<file path="src/rtl/disp_scan.sv">
// Time-multiplexed scan driver for a multi-digit 7-segment display.
// Double-buffered digit values switch only at frame boundaries; per-digit blink support.
module disp_scan #(
    parameter int DIGITS       = 4,
    parameter int SCAN_DIV     = 50000,
    parameter int BLANK        = 2,
    parameter int BLINK_FRAMES = 64
) (
    input  logic                  clk,
    input  logic                  rst_n,
    input  logic                  load,
    input  logic [4*DIGITS-1:0]   data_in,
    input  logic [DIGITS-1:0]     digit_en,
    input  logic [DIGITS-1:0]     blink_mask,
    output logic [3:0]            hex_out,
    output logic                  hex_en,
    output logic [DIGITS-1:0]     an_out,
    output logic                  frame_tick
);

    localparam int PW = $clog2(SCAN_DIV);
    localparam int IW = $clog2(DIGITS);
    localparam int FW = (BLINK_FRAMES > 1) ? $clog2(BLINK_FRAMES) : 1;

    localparam logic [PW-1:0] PRESC_LAST = PW'(SCAN_DIV - 1);
    localparam logic [PW-1:0] BLANK_END  = PW'(BLANK);
    localparam logic [IW-1:0] IDX_LAST   = IW'(DIGITS - 1);
    localparam logic [FW-1:0] FRAME_LAST = FW'(BLINK_FRAMES - 1);

    logic [PW-1:0]         presc_q, presc_d;
    logic [IW-1:0]         idx_q, idx_d;
    logic [FW-1:0]         frame_cnt_q, frame_cnt_d;
    logic                  blink_phase_q, blink_phase_d;
    logic                  pending_q, pending_d;
    logic [4*DIGITS-1:0]   stg_data_q, stg_data_d;
    logic [DIGITS-1:0]     stg_en_q, stg_en_d;
    logic [DIGITS-1:0]     stg_blink_q, stg_blink_d;
    logic [4*DIGITS-1:0]   act_data_q, act_data_d;
    logic [DIGITS-1:0]     act_en_q, act_en_d;
    logic [DIGITS-1:0]     act_blink_q, act_blink_d;
    logic [3:0]            hex_out_q, hex_out_d;
    logic                  hex_en_q, hex_en_d;
    logic [DIGITS-1:0]     an_out_q, an_out_d;
    logic                  frame_tick_q, frame_tick_d;

    logic slot_end;
    logic frame_end;

    always_comb begin
        slot_end      = (presc_q == PRESC_LAST);
        frame_end     = slot_end && (idx_q == IDX_LAST);

        presc_d       = slot_end ? '0 : presc_q + 1'b1;
        idx_d         = idx_q;
        frame_cnt_d   = frame_cnt_q;
        blink_phase_d = blink_phase_q;
        if (slot_end) begin
            idx_d = (idx_q == IDX_LAST) ? '0 : idx_q + 1'b1;
        end
        if (frame_end) begin
            if (frame_cnt_q == FRAME_LAST) begin
                frame_cnt_d   = '0;
                blink_phase_d = ~blink_phase_q;
            end else begin
                frame_cnt_d = frame_cnt_q + 1'b1;
            end
        end

        stg_data_d  = stg_data_q;
        stg_en_d    = stg_en_q;
        stg_blink_d = stg_blink_q;
        pending_d   = pending_q;
        if (load) begin
            stg_data_d  = data_in;
            stg_en_d    = digit_en;
            stg_blink_d = blink_mask;
            pending_d   = 1'b1;
        end

        // A load landing exactly on the frame end bypasses staging so it is not delayed a frame.
        act_data_d   = act_data_q;
        act_en_d     = act_en_q;
        act_blink_d  = act_blink_q;
        frame_tick_d = 1'b0;
        if (frame_end) begin
            pending_d = 1'b0;
            if (load) begin
                act_data_d   = data_in;
                act_en_d     = digit_en;
                act_blink_d  = blink_mask;
                frame_tick_d = 1'b1;
            end else if (pending_q) begin
                act_data_d   = stg_data_q;
                act_en_d     = stg_en_q;
                act_blink_d  = stg_blink_q;
                frame_tick_d = 1'b1;
            end
        end

        an_out_d  = (presc_q < BLANK_END) ? '1 : ~(DIGITS'(1) << idx_q);
        hex_out_d = act_data_q[{idx_q, 2'b00} +: 4];
        hex_en_d  = act_en_q[idx_q] & ~(act_blink_q[idx_q] & blink_phase_q);
    end

    always_ff @(posedge clk or negedge rst_n) begin
        if (!rst_n) begin
            presc_q       <= '0;
            idx_q         <= '0;
            frame_cnt_q   <= '0;
            blink_phase_q <= 1'b0;
            pending_q     <= 1'b0;
            stg_data_q    <= '0;
            stg_en_q      <= '0;
            stg_blink_q   <= '0;
            act_data_q    <= '0;
            act_en_q      <= '0;
            act_blink_q   <= '0;
            hex_out_q     <= '0;
            hex_en_q      <= 1'b0;
            an_out_q      <= '1;
            frame_tick_q  <= 1'b0;
        end else begin
            presc_q       <= presc_d;
            idx_q         <= idx_d;
            frame_cnt_q   <= frame_cnt_d;
            blink_phase_q <= blink_phase_d;
            pending_q     <= pending_d;
            stg_data_q    <= stg_data_d;
            stg_en_q      <= stg_en_d;
            stg_blink_q   <= stg_blink_d;
            act_data_q    <= act_data_d;
            act_en_q      <= act_en_d;
            act_blink_q   <= act_blink_d;
            hex_out_q     <= hex_out_d;
            hex_en_q      <= hex_en_d;
            an_out_q      <= an_out_d;
            frame_tick_q  <= frame_tick_d;
        end
    end

    assign hex_out    = hex_out_q;
    assign hex_en     = hex_en_q;
    assign an_out     = an_out_q;
    assign frame_tick = frame_tick_q;

endmodule

</file>
<file path="config.mk">
export PLATFORM = sky130hd
export DESIGN_NAME = disp_scan
export DESIGN_NICKNAME = d
export VERILOG_FILES = /design/src/rtl/disp_scan.sv
export SDC_FILE = /design/constraint.sdc
export NUM_CORES = 1
export LEC_CHECK = 0
export ABC_CLOCK_PERIOD_IN_PS = 3450
export BUFFER_PORTS_ARGS = -buffer_cell sky130_fd_sc_hd__buf_2
export CORE_MARGIN = 2
export CORE_UTILIZATION = 45
export DETAILED_ROUTE_END_ITERATION = 12
export PLACE_DENSITY = 0.61
export REMOVE_ABC_BUFFERS = 1
export SYNTH_ARGS = -nofsm -noshare
export SYNTH_HDL_FRONTEND = slang
export SYNTH_SLANG_ARGS = --single-unit
</file>
<file path="constraint.sdc">
create_clock -name clk -period 3.45 [get_ports clk]
set_input_delay 0.1725 -clock clk [delete_from_list [all_inputs] [get_ports clk]]
set_output_delay 0.1725 -clock clk [all_outputs]
set_load 0.01 [all_outputs]
</file>
==> results.ini <==
[sta]
slew_viol_final = 0
slew_headroom = 0.320
rsz0062_at_grt = no
final-setup-viol-count = 0
worstMarginPinSlew_ns = 1.02
hold_ws_ns = 0.00104
tns_ns = 0
skew_ns = 0.0105
period_needed_ns = 2.10
period_share = 0.609
finalHoldViolations = 0
timing.fmax_mhz = 476

[synth]
ys_seq_elements = 84
ys_seq_area_frac = 0.584
syn_area_per_cell_um2 = 14.3
synth_cell_types = 36
syn_inst = 252
yosysWarningCount = 0
netlist_area_um2 = 3610

[place]
place.gp.congestion = 0.786
placedInstanceArea_um2 = 3880
io_buffer_count = 36
dp_hpwl_um = 3860

[setup_path]
end_kind = register
worstSetupPathType = reg2reg
critPathRequiredTime_ns = 3.68
critPathArrivalTime_ns = 2.34
crit_fanout = 17
start_kind = register

[clocking]
ctsLongestPathBuffers = 2
numCtsBuffers = 9
clk_latency_ns = 0.35
cts_resized = 0
cts-root-buf = clkbuf_8
tritoncts = done
postCtsHoldBufs = 0
htreeDepth = 3
clkSinkCount = 84
postCtsSetupBuffers = 0
path_clk_slew_ns = 0.08

[finish]
finish.instance_area_um2 = 4140
diodes = 0
layout-drive-gt1-share = 0.408
layout.nets = 327
area_delta_synth_final_pct = 14.8

[global_routing]
grt_max_degree = 85
grt_pass1_wl_um = 10000
gr-total-overflow = 0
grt_pass1_vias = 2092
antenna_found_initial = 0
track_usage = 0.148

[detailed_routing]
ant_nets = 0
drc = 0
viasPerCell = 5.06
dr.pass1.iters = 4
drt_iter0_markers = 69
wl_per_cell_um = 14.4
wl_um = 5770
vias = 2029

[die]
fp.dieW_um = 93.5
die_area_um2 = 8750
fp.dieH_um = 93.5
core_area_um2 = 7770
io_pins = 37
initial_core_util = 0.465
row_count = 32

[status]
status = completed

[pwr]
max-vdd-ir-drop_v = 0.000211
leakagePower_nw = 1.92
power_per_cell_area_nw_per_um2 = 483

[job]
drv_cap = 0

[worst_hold_path]
hp-class = in2async

## state kept, by name, indices dropped and copies added (netlist names), 6 cells and up
register / count
stg_data_q: 16
presc_q: 16
act_data_q: 16
frame_cnt_q: 6
## layout make-up
class	count	area (um2)
fill	665	3620
sequential	84	2110
multi-input combinational	154	1420
timing repair buffer	39	205
clock inverter	6	136
clock buffer	10	128
tap	102	128
inverter	6	22.5
## layer usage
metal / global-route usage / routed length, um / vias to the layer above
li1: - / - / 984
met1: 0.209 / 2900 / 1004
met2: 0.222 / 2580 / 32
met3: 0.0387 / 206 / 9
met4: 0.0543 / 87 / 0
met5: 0 / 0 / -
## metrics by stage
stage / power, mW / util / instances / worst slack [ns]
final: 2.00 / 0.533 / 401 / 1.35
after global routing: 2.08 / 0.533 / 401 / 1.18
after CTS: 2.03 / 0.533 / 401 / 1.32
after detailed placement: 1.12 / 0.499 / 385 / 1.34
after global placement: 1.12 / 0.499 / 385 / 1.38
after floorplan: 1.07 / - / 244 / 0.930
## power by group
| part | switching, mW | internal, mW |
|---|---|---|
| clock | 0.350 | 0.557 |
| combinational | 0.0415 | 0.0374 |
| sequential | 0.00610 | 1.01 |
| total | 0.397 | 1.61 |
## final timing paths
check	slack, ns	end	cells after the start	startpoint
worst min register to register	0.49	presc_q[0]$_DFF_PN0_	1	presc_q[0]$_DFF_PN0_
worst max-delay path	1.35	act_data_q[9]$_DFFE_PN0P_	6	presc_q[1]$_DFF_PN0_
worst max register to register	1.35	act_data_q[9]$_DFFE_PN0P_	6	presc_q[1]$_DFF_PN0_
max in group asynchronous	2.80	stg_blink_q[2]$_DFFE_PN0P_	1	rst_n
min in group clk	0.07	stg_en_q[0]$_DFFE_PN0P_	2	digit_en[0]
worst min-delay path	0.001	act_data_q[5]$_DFFE_PN0P_	1	rst_n
## placed cells by master, fill, tap and decap left out, drive strengths merged
cell | Yosys | layout
mux4 | 4 | 4
ha | 6 | 6
inv | 6 | 7
clkbuf | 5 | 10
a31oi | 1 | 1
xnor2 | 5 | 5
dfrtp | 80 | 80
or2 | 2 | 2
nor4 | 3 | 3
nor3 | 4 | 4
nor2 | 10 | 10
nand2 | 16 | 16
a211oi | 1 | 1
and4 | 5 | 5
o21ai | 5 | 5
or4 | 1 | 1
o211ai | 2 | 2
nand4 | 5 | 5
and3 | 3 | 3
buf | 3 | 39
nor3b | 2 | 2
and2 | 2 | 2
o31ai | 3 | 3
mux2i | 1 | 1
clkinvlp | 0 | 1
bufinv | 0 | 4
nand3 | 11 | 11
xor2 | 9 | 9
or3 | 1 | 1
dfstp | 4 | 4
o21a | 1 | 1
mux2 | 51 | 51
## cells in the mapped netlist
cell type | n | area [um2]
xor2_1 | 9 | 78.8
ha_1 | 6 | 75.1
mux2_2 | 32 | 360
dfrtp_1 | 80 | 2000
and3_1 | 3 | 18.8
nor3b_4 | 1 | 18.8
o21ai_0 | 5 | 25.0
nor4_1 | 2 | 12.5
inv_1 | 6 | 22.5
mux4_2 | 4 | 90.1
buf_1 | 1 | 3.75
nor2_1 | 10 | 37.5
nand4_4 | 1 | 21.3
clkbuf_1 | 5 | 18.8
mux2_4 | 19 | 285
nand2_1 | 16 | 60.1
mux2i_1 | 1 | 10.0
or4_1 | 1 | 7.51
a31oi_1 | 1 | 6.26
dfstp_2 | 4 | 105
and4_1 | 5 | 43.8
nor3_2 | 1 | 10.0
nor3_1 | 3 | 15.0
nor3b_1 | 1 | 7.51
o21a_1 | 1 | 7.51
buf_12 | 2 | 40.0
xnor2_1 | 5 | 43.8
or2_2 | 2 | 12.5
o211ai_1 | 2 | 15.0
nor4_4 | 1 | 21.3
a211oi_1 | 1 | 7.51
and2_2 | 2 | 15.0
or3_2 | 1 | 7.51
o31ai_1 | 3 | 22.5
nand4_1 | 4 | 25.0
nand3_1 | 11 | 55.1
## logic make-up after synthesis
| group | Yosys count | share of synthesized area |
|---|---|---|
| adder cells (fa/ha/maj) | 6 | 0.0208 |
| flip-flops | 84 | 0.584 |
| AO/OA/AOI/OAI | 13 | 0.0232 |
| buffers and inverters | 14 | 0.0236 |
| XOR/XNOR | 14 | 0.0340 |
| AND/OR/NAND/NOR | 65 | 0.108 |
| multiplexers | 56 | 0.207 |
## worst max-delay path, cell delays in order (launching register included)
cell and delay (ns):
dfrtp_1 0.41, ha_1 0.22, and4_1 0.29, nand4_4 0.18, nor3b_4 0.22, buf_4 0.31
mux2_2 0.37
No activity file was read; power rests on OpenSTA's default activity.
